--- config.mk ---
export PLATFORM = sky130hd
export DESIGN_NAME = wshb_arbiter_flat
export DESIGN_NICKNAME = d
export VERILOG_FILES = /design/src/rtl/wshb_arbiter_pkg.sv /design/src/rtl/wshb_arbiter_if.sv /design/src/rtl/wshb_arbiter_stats.sv /design/src/rtl/wshb_arbiter.sv /design/src/flat_wrapper.sv
export SDC_FILE = /design/constraint.sdc
export NUM_CORES = 1
export LEC_CHECK = 0
export CORE_AREA = 4 4 147 149
export CTS_CLUSTER_DIAMETER = 200
export DETAILED_ROUTE_END_ITERATION = 12
export DIE_AREA = 0 0 151 153
export GPL_ROUTABILITY_DRIVEN = 1
export PLACE_DENSITY = 0.6
export SLEW_MARGIN = 20
export SYNTH_ARGS = -nofsm -noshare
export SYNTH_HDL_FRONTEND = slang
export SYNTH_SLANG_ARGS = --single-unit
--- constraint.sdc ---
create_clock -name clk -period 3.8 [get_ports clk]
set_input_delay 0.57 -clock clk [delete_from_list [all_inputs] [get_ports clk]]
set_output_delay 0.57 -clock clk [all_outputs]
set_load 0.005 [all_outputs]
--- src/rtl/wshb_arbiter_pkg.sv ---
// Shared types for the two-requester Wishbone arbiter: FSM states, one-hot
// owner encoding and the bundle of address/data fields held between grants.
package wshb_arbiter_pkg;

    localparam int ADR_W = 32;
    localparam int DAT_W = 32;
    localparam int SEL_W = 4;

    typedef enum logic [1:0] {
        IDLE     = 2'd0,
        OWN_MIRE = 2'd1,
        OWN_VGA  = 2'd2
    } state_t;

    typedef logic [1:0] owner_t;

    localparam owner_t OWNER_NONE = 2'b00;
    localparam owner_t OWNER_MIRE = 2'b01;
    localparam owner_t OWNER_VGA  = 2'b10;

    typedef struct packed {
        logic [ADR_W-1:0] adr;
        logic [SEL_W-1:0] sel;
        logic [2:0]       cti;
        logic [1:0]       bte;
        logic [DAT_W-1:0] datMs;
    } busFields_t;

    function automatic owner_t ownerOf(state_t s);
        case (s)
            OWN_MIRE: return OWNER_MIRE;
            OWN_VGA:  return OWNER_VGA;
            default:  return OWNER_NONE;
        endcase
    endfunction

endpackage

--- src/rtl/wshb_arbiter_if.sv ---
// Wishbone B4 classic bundle; master drives the cycle, slave returns ack and
// read data.
interface wshb_if;
    import wshb_arbiter_pkg::*;

    logic             cyc;
    logic             stb;
    logic             we;
    logic [ADR_W-1:0] adr;
    logic [SEL_W-1:0] sel;
    logic [2:0]       cti;
    logic [1:0]       bte;
    logic [DAT_W-1:0] dat_ms;
    logic [DAT_W-1:0] dat_sm;
    logic             ack;

    modport master (
        output cyc, stb, we, adr, sel, cti, bte, dat_ms,
        input  dat_sm, ack
    );

    modport slave (
        input  cyc, stb, we, adr, sel, cti, bte, dat_ms,
        output dat_sm, ack
    );

endinterface

--- src/rtl/wshb_arbiter_stats.sv ---
// Saturating grant and wait counters for the arbiter; only built when
// WSHB_ARBITER_STATS_EN is defined.
module wshb_arbiter_stats #(
    parameter int STAT_W = 16
) (
    input  logic              clk,
    input  logic              rst_n,
    input  logic              grantMire,
    input  logic              grantVga,
    input  logic              vgaWaiting,
    output logic [STAT_W-1:0] gntCntMire,
    output logic [STAT_W-1:0] gntCntVga,
    output logic [STAT_W-1:0] waitCntVga
);

    localparam logic [STAT_W-1:0] CNT_MAX = '1;
    localparam logic [STAT_W-1:0] CNT_ONE = {{(STAT_W-1){1'b0}}, 1'b1};

    always_ff @(posedge clk or negedge rst_n) begin
        if (!rst_n) begin
            gntCntMire <= '0;
            gntCntVga  <= '0;
            waitCntVga <= '0;
        end else begin
            if (grantMire && gntCntMire != CNT_MAX) gntCntMire <= gntCntMire + CNT_ONE;
            if (grantVga  && gntCntVga  != CNT_MAX) gntCntVga  <= gntCntVga  + CNT_ONE;
            if (vgaWaiting && waitCntVga != CNT_MAX) waitCntVga <= waitCntVga + CNT_ONE;
        end
    end

endmodule

--- src/rtl/wshb_arbiter.sv ---
// Two-requester Wishbone arbiter (mire pattern generator, vga display read)
// onto one SDRAM-side port. Optional counters under WSHB_ARBITER_STATS_EN.
//
// state    | meaning
// IDLE     | no owner; downstream cyc/stb/we low, bus fields held
// OWN_MIRE | mire owns the port until it drops cyc
// OWN_VGA  | vga owns the port until it drops cyc
module wshb_arbiter
    import wshb_arbiter_pkg::*;
#(
    parameter int VGA_PRIORITY = 1,
    parameter int STAT_W       = 16
) (
    input  logic              clk,
    input  logic              rst_n,
    wshb_if.slave             wshb_ifs_mire,
    wshb_if.slave             wshb_ifs_vga,
    wshb_if.master            wshb_ifm,
    output owner_t            owner,
    output logic [STAT_W-1:0] gnt_cnt_mire,
    output logic [STAT_W-1:0] gnt_cnt_vga,
    output logic [STAT_W-1:0] wait_cnt_vga
);

    state_t     state;
    state_t     stateNext;
    logic       lastVga;
    busFields_t heldQ;
    busFields_t busOut;
    busFields_t mireFields;
    busFields_t vgaFields;

    logic mireReq;
    logic vgaReq;

    assign mireReq = wshb_ifs_mire.cyc;
    assign vgaReq  = wshb_ifs_vga.cyc;

    always_comb begin
        stateNext = state;
        case (state)
            IDLE: begin
                if (mireReq && vgaReq)
                    stateNext = (VGA_PRIORITY != 0 || !lastVga) ? OWN_VGA : OWN_MIRE;
                else if (mireReq)
                    stateNext = OWN_MIRE;
                else if (vgaReq)
                    stateNext = OWN_VGA;
            end
            OWN_MIRE: if (!mireReq) stateNext = IDLE;
            OWN_VGA:  if (!vgaReq)  stateNext = IDLE;
            default:  stateNext = IDLE;
        endcase
    end

    // owner is registered from the next state so it tracks state cycle-exact
    always_ff @(posedge clk or negedge rst_n) begin
        if (!rst_n) begin
            state   <= IDLE;
            lastVga <= 1'b1;
            owner   <= OWNER_NONE;
            heldQ   <= '0;
        end else begin
            state <= stateNext;
            owner <= ownerOf(stateNext);
            heldQ <= busOut;
            if (stateNext == OWN_MIRE) lastVga <= 1'b0;
            if (stateNext == OWN_VGA)  lastVga <= 1'b1;
        end
    end

    assign mireFields = '{adr:   wshb_ifs_mire.adr,
                          sel:   wshb_ifs_mire.sel,
                          cti:   wshb_ifs_mire.cti,
                          bte:   wshb_ifs_mire.bte,
                          datMs: wshb_ifs_mire.dat_ms};

    assign vgaFields  = '{adr:   wshb_ifs_vga.adr,
                          sel:   wshb_ifs_vga.sel,
                          cti:   wshb_ifs_vga.cti,
                          bte:   wshb_ifs_vga.bte,
                          datMs: wshb_ifs_vga.dat_ms};

    always_comb begin
        wshb_ifm.cyc = 1'b0;
        wshb_ifm.stb = 1'b0;
        wshb_ifm.we  = 1'b0;
        busOut       = heldQ;
        case (state)
            OWN_MIRE: begin
                wshb_ifm.cyc = wshb_ifs_mire.cyc;
                wshb_ifm.stb = wshb_ifs_mire.stb;
                wshb_ifm.we  = wshb_ifs_mire.we;
                busOut       = mireFields;
            end
            OWN_VGA: begin
                wshb_ifm.cyc = wshb_ifs_vga.cyc;
                wshb_ifm.stb = wshb_ifs_vga.stb;
                wshb_ifm.we  = wshb_ifs_vga.we;
                busOut       = vgaFields;
            end
            default: ;
        endcase
    end

    assign wshb_ifm.adr    = busOut.adr;
    assign wshb_ifm.sel    = busOut.sel;
    assign wshb_ifm.cti    = busOut.cti;
    assign wshb_ifm.bte    = busOut.bte;
    assign wshb_ifm.dat_ms = busOut.datMs;

    assign wshb_ifs_mire.ack    = (state == OWN_MIRE) && wshb_ifm.ack;
    assign wshb_ifs_vga.ack     = (state == OWN_VGA)  && wshb_ifm.ack;
    assign wshb_ifs_mire.dat_sm = wshb_ifm.dat_sm;
    assign wshb_ifs_vga.dat_sm  = wshb_ifm.dat_sm;

`ifdef WSHB_ARBITER_STATS_EN
    logic grantMire;
    logic grantVga;
    logic vgaWaiting;

    assign grantMire  = (state != OWN_MIRE) && (stateNext == OWN_MIRE);
    assign grantVga   = (state != OWN_VGA)  && (stateNext == OWN_VGA);
    assign vgaWaiting = vgaReq && (state != OWN_VGA);

    wshb_arbiter_stats #(.STAT_W(STAT_W)) uStats (
        .clk        (clk),
        .rst_n      (rst_n),
        .grantMire  (grantMire),
        .grantVga   (grantVga),
        .vgaWaiting (vgaWaiting),
        .gntCntMire (gnt_cnt_mire),
        .gntCntVga  (gnt_cnt_vga),
        .waitCntVga (wait_cnt_vga)
    );
`else
    assign gnt_cnt_mire = '0;
    assign gnt_cnt_vga  = '0;
    assign wait_cnt_vga = '0;
`endif

endmodule

--- src/flat_wrapper.sv ---
// flat-port wrapper written by rule: the top's interface ports become plain ports
module wshb_arbiter_flat import wshb_arbiter_pkg::*;
#(
    parameter int VGA_PRIORITY = 1,
    parameter int STAT_W       = 16
)
  (clk, rst_n, owner, gnt_cnt_mire, gnt_cnt_vga, wait_cnt_vga, wshb_ifs_mire_cyc, wshb_ifs_mire_stb, wshb_ifs_mire_we, wshb_ifs_mire_adr, wshb_ifs_mire_sel, wshb_ifs_mire_cti, wshb_ifs_mire_bte, wshb_ifs_mire_dat_ms, wshb_ifs_mire_dat_sm, wshb_ifs_mire_ack, wshb_ifs_vga_cyc, wshb_ifs_vga_stb, wshb_ifs_vga_we, wshb_ifs_vga_adr, wshb_ifs_vga_sel, wshb_ifs_vga_cti, wshb_ifs_vga_bte, wshb_ifs_vga_dat_ms, wshb_ifs_vga_dat_sm, wshb_ifs_vga_ack, wshb_ifm_cyc, wshb_ifm_stb, wshb_ifm_we, wshb_ifm_adr, wshb_ifm_sel, wshb_ifm_cti, wshb_ifm_bte, wshb_ifm_dat_ms, wshb_ifm_dat_sm, wshb_ifm_ack);
  wshb_if wshb_ifs_mire_i ();
  wshb_if wshb_ifs_vga_i ();
  wshb_if wshb_ifm_i ();
  input  logic clk;
  input  logic rst_n;
  output owner_t owner;
  output logic [STAT_W-1:0] gnt_cnt_mire;
  output logic [STAT_W-1:0] gnt_cnt_vga;
  output logic [STAT_W-1:0] wait_cnt_vga;
  input wire logic [$bits(wshb_ifs_mire_i.cyc)-1:0] wshb_ifs_mire_cyc;
  input wire logic [$bits(wshb_ifs_mire_i.stb)-1:0] wshb_ifs_mire_stb;
  input wire logic [$bits(wshb_ifs_mire_i.we)-1:0] wshb_ifs_mire_we;
  input wire logic [$bits(wshb_ifs_mire_i.adr)-1:0] wshb_ifs_mire_adr;
  input wire logic [$bits(wshb_ifs_mire_i.sel)-1:0] wshb_ifs_mire_sel;
  input wire logic [$bits(wshb_ifs_mire_i.cti)-1:0] wshb_ifs_mire_cti;
  input wire logic [$bits(wshb_ifs_mire_i.bte)-1:0] wshb_ifs_mire_bte;
  input wire logic [$bits(wshb_ifs_mire_i.dat_ms)-1:0] wshb_ifs_mire_dat_ms;
  output wire logic [$bits(wshb_ifs_mire_i.dat_sm)-1:0] wshb_ifs_mire_dat_sm;
  output wire logic [$bits(wshb_ifs_mire_i.ack)-1:0] wshb_ifs_mire_ack;
  input wire logic [$bits(wshb_ifs_vga_i.cyc)-1:0] wshb_ifs_vga_cyc;
  input wire logic [$bits(wshb_ifs_vga_i.stb)-1:0] wshb_ifs_vga_stb;
  input wire logic [$bits(wshb_ifs_vga_i.we)-1:0] wshb_ifs_vga_we;
  input wire logic [$bits(wshb_ifs_vga_i.adr)-1:0] wshb_ifs_vga_adr;
  input wire logic [$bits(wshb_ifs_vga_i.sel)-1:0] wshb_ifs_vga_sel;
  input wire logic [$bits(wshb_ifs_vga_i.cti)-1:0] wshb_ifs_vga_cti;
  input wire logic [$bits(wshb_ifs_vga_i.bte)-1:0] wshb_ifs_vga_bte;
  input wire logic [$bits(wshb_ifs_vga_i.dat_ms)-1:0] wshb_ifs_vga_dat_ms;
  output wire logic [$bits(wshb_ifs_vga_i.dat_sm)-1:0] wshb_ifs_vga_dat_sm;
  output wire logic [$bits(wshb_ifs_vga_i.ack)-1:0] wshb_ifs_vga_ack;
  output wire logic [$bits(wshb_ifm_i.cyc)-1:0] wshb_ifm_cyc;
  output wire logic [$bits(wshb_ifm_i.stb)-1:0] wshb_ifm_stb;
  output wire logic [$bits(wshb_ifm_i.we)-1:0] wshb_ifm_we;
  output wire logic [$bits(wshb_ifm_i.adr)-1:0] wshb_ifm_adr;
  output wire logic [$bits(wshb_ifm_i.sel)-1:0] wshb_ifm_sel;
  output wire logic [$bits(wshb_ifm_i.cti)-1:0] wshb_ifm_cti;
  output wire logic [$bits(wshb_ifm_i.bte)-1:0] wshb_ifm_bte;
  output wire logic [$bits(wshb_ifm_i.dat_ms)-1:0] wshb_ifm_dat_ms;
  input wire logic [$bits(wshb_ifm_i.dat_sm)-1:0] wshb_ifm_dat_sm;
  input wire logic [$bits(wshb_ifm_i.ack)-1:0] wshb_ifm_ack;
  assign wshb_ifs_mire_i.cyc = wshb_ifs_mire_cyc;
  assign wshb_ifs_mire_i.stb = wshb_ifs_mire_stb;
  assign wshb_ifs_mire_i.we = wshb_ifs_mire_we;
  assign wshb_ifs_mire_i.adr = wshb_ifs_mire_adr;
  assign wshb_ifs_mire_i.sel = wshb_ifs_mire_sel;
  assign wshb_ifs_mire_i.cti = wshb_ifs_mire_cti;
  assign wshb_ifs_mire_i.bte = wshb_ifs_mire_bte;
  assign wshb_ifs_mire_i.dat_ms = wshb_ifs_mire_dat_ms;
  assign wshb_ifs_mire_dat_sm = wshb_ifs_mire_i.dat_sm;
  assign wshb_ifs_mire_ack = wshb_ifs_mire_i.ack;
  assign wshb_ifs_vga_i.cyc = wshb_ifs_vga_cyc;
  assign wshb_ifs_vga_i.stb = wshb_ifs_vga_stb;
  assign wshb_ifs_vga_i.we = wshb_ifs_vga_we;
  assign wshb_ifs_vga_i.adr = wshb_ifs_vga_adr;
  assign wshb_ifs_vga_i.sel = wshb_ifs_vga_sel;
  assign wshb_ifs_vga_i.cti = wshb_ifs_vga_cti;
  assign wshb_ifs_vga_i.bte = wshb_ifs_vga_bte;
  assign wshb_ifs_vga_i.dat_ms = wshb_ifs_vga_dat_ms;
  assign wshb_ifs_vga_dat_sm = wshb_ifs_vga_i.dat_sm;
  assign wshb_ifs_vga_ack = wshb_ifs_vga_i.ack;
  assign wshb_ifm_cyc = wshb_ifm_i.cyc;
  assign wshb_ifm_stb = wshb_ifm_i.stb;
  assign wshb_ifm_we = wshb_ifm_i.we;
  assign wshb_ifm_adr = wshb_ifm_i.adr;
  assign wshb_ifm_sel = wshb_ifm_i.sel;
  assign wshb_ifm_cti = wshb_ifm_i.cti;
  assign wshb_ifm_bte = wshb_ifm_i.bte;
  assign wshb_ifm_dat_ms = wshb_ifm_i.dat_ms;
  assign wshb_ifm_i.dat_sm = wshb_ifm_dat_sm;
  assign wshb_ifm_i.ack = wshb_ifm_ack;
  wshb_arbiter #(.VGA_PRIORITY(VGA_PRIORITY), .STAT_W(STAT_W)) u_core (.clk(clk), .rst_n(rst_n), .wshb_ifs_mire(wshb_ifs_mire_i), .wshb_ifs_vga(wshb_ifs_vga_i), .wshb_ifm(wshb_ifm_i), .owner(owner), .gnt_cnt_mire(gnt_cnt_mire), .gnt_cnt_vga(gnt_cnt_vga), .wait_cnt_vga(wait_cnt_vga));
endmodule
==> impl_results.md <==
* Crit path max fanout at 48
* Width of the die at between 150 and 200 um
* Mapped Area at around 4400 um2
* Postcts setup bufs at 0
* GP Congestion at just over 0.7
* DRC violation count after routing at 0
* Endpoint class of the critical path: primary output
* Final setup vio count at 0
* CP required at 3.23 ns
* # Max-Cap Violations at 0
* Vias in the first global route at around 3700
* DR vias/cell at about 4.1
* Die area at 23100 um2
* Via Count at 3705
* Post_cts resized at 0
* Setup TNS at 0 ns
* H-tree depth at 3
* Largest cells by area after synthesis: dfrtp_1, buf_4, a22oi_1, a21oi_1, nor2_1
* IO buf count at roughly 230
* Synth area leader: dfrtp_1
* Sw frac at between 30% and 40%
* Antenna-violating nets left at 0
* Overall fraction of global-route tracks in use at 11.9%
* TritonCTS Sinks at 77
* Final Critical Period at between 3 and 4 ns
* Power per cell area at 1000 nW/um2
* Pin count of the biggest net entering global routing at 77
* Share of cells above drive strength 1 at 5.42%
* Startpoint types: register
* Tcrit/Tclk final at roughly 84%
* 1st-iter DRT viols at between 100 and 150
* Avg Cell Area, Syn at roughly 9.3 um2
* Post-synthesis sequential area ratio at between 40% and 50%
* Pins Over Slew Limit at 0
* Crit path DAT at about 2.6 ns
* Leak Pwr at around 2.7 nW
* RSZ-0062 raised after global routing: no
* Hold Vio Cnt, Final at 0
* Area delta synth->final at 52.5%
* Diodes inserted at 0
* Core Box Area at ~20000 um2
* Routed WL at about 14000 um
* Top post-synthesis cells by count: buf_4, dfrtp_1, nor2_1
* Detailed Place HPWL at between 10000 and 15000 um
* Yosys warns at 0
* Worst hold margin at roughly 0.35 ns
* CTS buffer count at 9
* Worst-margin pin slew at between 0.8 and 0.9 ns
* VDD IR max at 0.544 mV
* Slew headroom at 40.6%
* Antenna violations before repair at 1
* Count of nets after finishing at between 800 and 900
* Final Skew at about 0.0046 ns
* Share of the synthesized area in the top cell type at between 40% and 50%
* Die Span Y at roughly 150 um
* # hold bufs at CTS at 0
* Drt wl/cell at about 16 um
* Clock power frac at 14.6%
* First-pass GRT wire length at about 21000 um
* Worst skew pair latency at ~0.34 ns
* Post-synthesis cell count at around 470
* Async SR Flop Fraction at 100%
* CTS tree: built
* Core Rows at 52
* Fmax at 312 MHz
* TritonRoute pass-1 iters at 4
* Logic pwr share at between 60% and 70%
* Initial core utilization at between 20% and 30%
* CTS clock-pin slew for the worst setup and hold paths at approximately 0.070 ns
* # IOs at between 300 and 400
* Cell with the most instances after synthesis: buf_4
* Grt ovf at 0
* Root buf cell: clkbuf_16
* CTS max path bufs at 2
* Share of power burned in registers at around a fifth
* Switching power at about 2.5 mW
* Critical path type: register to primary output
* Netlist cell types at 20
* Post-synth EDFFs at 0
* Ys flop type: dfrtp_1
* FF+latch count, synth at between 70 and 80
* Status: finished clean
* Int Power at around 4.2 mW
* Tightest Hold Check Type: primary input to async pin
## worst max-delay path: stages (launching register included)
cell	delay [ns]
dfrtp_1	0.45
inv_1	0.12
ha_4	0.61
buf_12	0.26
nor2_1	0.07
a21oi_1	0.18
clkdlybuf4s50_1	0.57
## metal layers
layer / wire, um / GRT usage (%)
met4: 557 / 5.70
met5: 13 / 0
met3: 1230 / 4.50
met2: 7080 / 20.2
met1: 5350 / 12.9
## cells in the final DEF (no fill, tap or decap), types with 2 or more instances in the layout
cell type,Yosys,layout
a21oi_1,73,73
a22oi_1,75,75
and2_1,3,3
buf_12,0,3
buf_4,115,7
bufinv_16,0,2
clkbuf_16,0,9
clkdlybuf4s50_1,0,233
conb_1,1,48
dfrtp_1,77,77
ha_2,0,2
inv_1,2,2
inv_6,0,2
nor2_1,76,76
nor2b_1,2,2
nor3b_2,2,2
## through the flow
step,std cells,power (mW),area [um2],util [%],setup slack (ns)
6_report,897,6.65,6640,32.9,0.599
5_1_grt,897,7.21,6640,32.9,0.387
4_1_cts,897,6.82,6640,32.9,0.520
3_5_place_dp,881,5.79,6310,31.3,0.911
3_3_place_gp,881,5.77,6310,31.3,0.990
2_1_floorplan,515,3.34,4530,-,1.79
## power groups by stage
| stage | Clock, mW | Combinational, mW | Sequential [mW] |
|---|---|---|---|
| finish | 0.971 | 4.28 | 1.40 |
| global route | 1.04 | 4.72 | 1.45 |
| CTS | 1.02 | 4.40 | 1.40 |
| detailed placement | 0 | 4.37 | 1.41 |
| global placement | 0 | 4.36 | 1.41 |
| floorplan | 0 | 1.95 | 1.39 |
## flip-flops by register name (all words and copies together), names as in the netlist
register and flops:
u_core.state 2, u_core.owner 2, u_core.heldQ 73
## cell families (layout without fill, tap and decap cells)
kind of cell / after synthesis / count (layout) / synth area share (%)
AOI/OAI and AO/OA: 152 / 152 / 22.5
buffers and inverters: 149 / 261 / 23.6
and+or+nand+nor: 84 / 84 / 7.99
DFF: 77 / 77 / 44.3
adders and majority gates: 4 / 4 / 1.15
other: 1 / 48 / 0.0861
muxes: 1 / 1 / 0.345
## area by class of cell
cell class              count  area, um2
flip-flops and latches     77       1930
inverters                   2       7.51
clock inverters             7        105
well taps                 270        338
fillers                  2120      13500
clock buffers               9        225
multi-input cells         289       1590
repair buffers            243       2440
## final timing paths
kind	from	to	slack, ns	cells after the start
max	u_core.state[1]	wshb_ifm_adr[0]	0.60	6
min	rst_n	u_core.heldQ[2]	0.35	1
min in group clk	u_core.heldQ[27]	u_core.heldQ[27]	0.53	2
min reg2reg	u_core.heldQ[27]	u_core.heldQ[27]	0.53	2
max in group asynchronous	rst_n	u_core.heldQ[32]	2.72	2
max reg2reg	u_core.state[1]	u_core.heldQ[41]	1.98	5
Note: power is estimated with default switching activity, not from simulation.
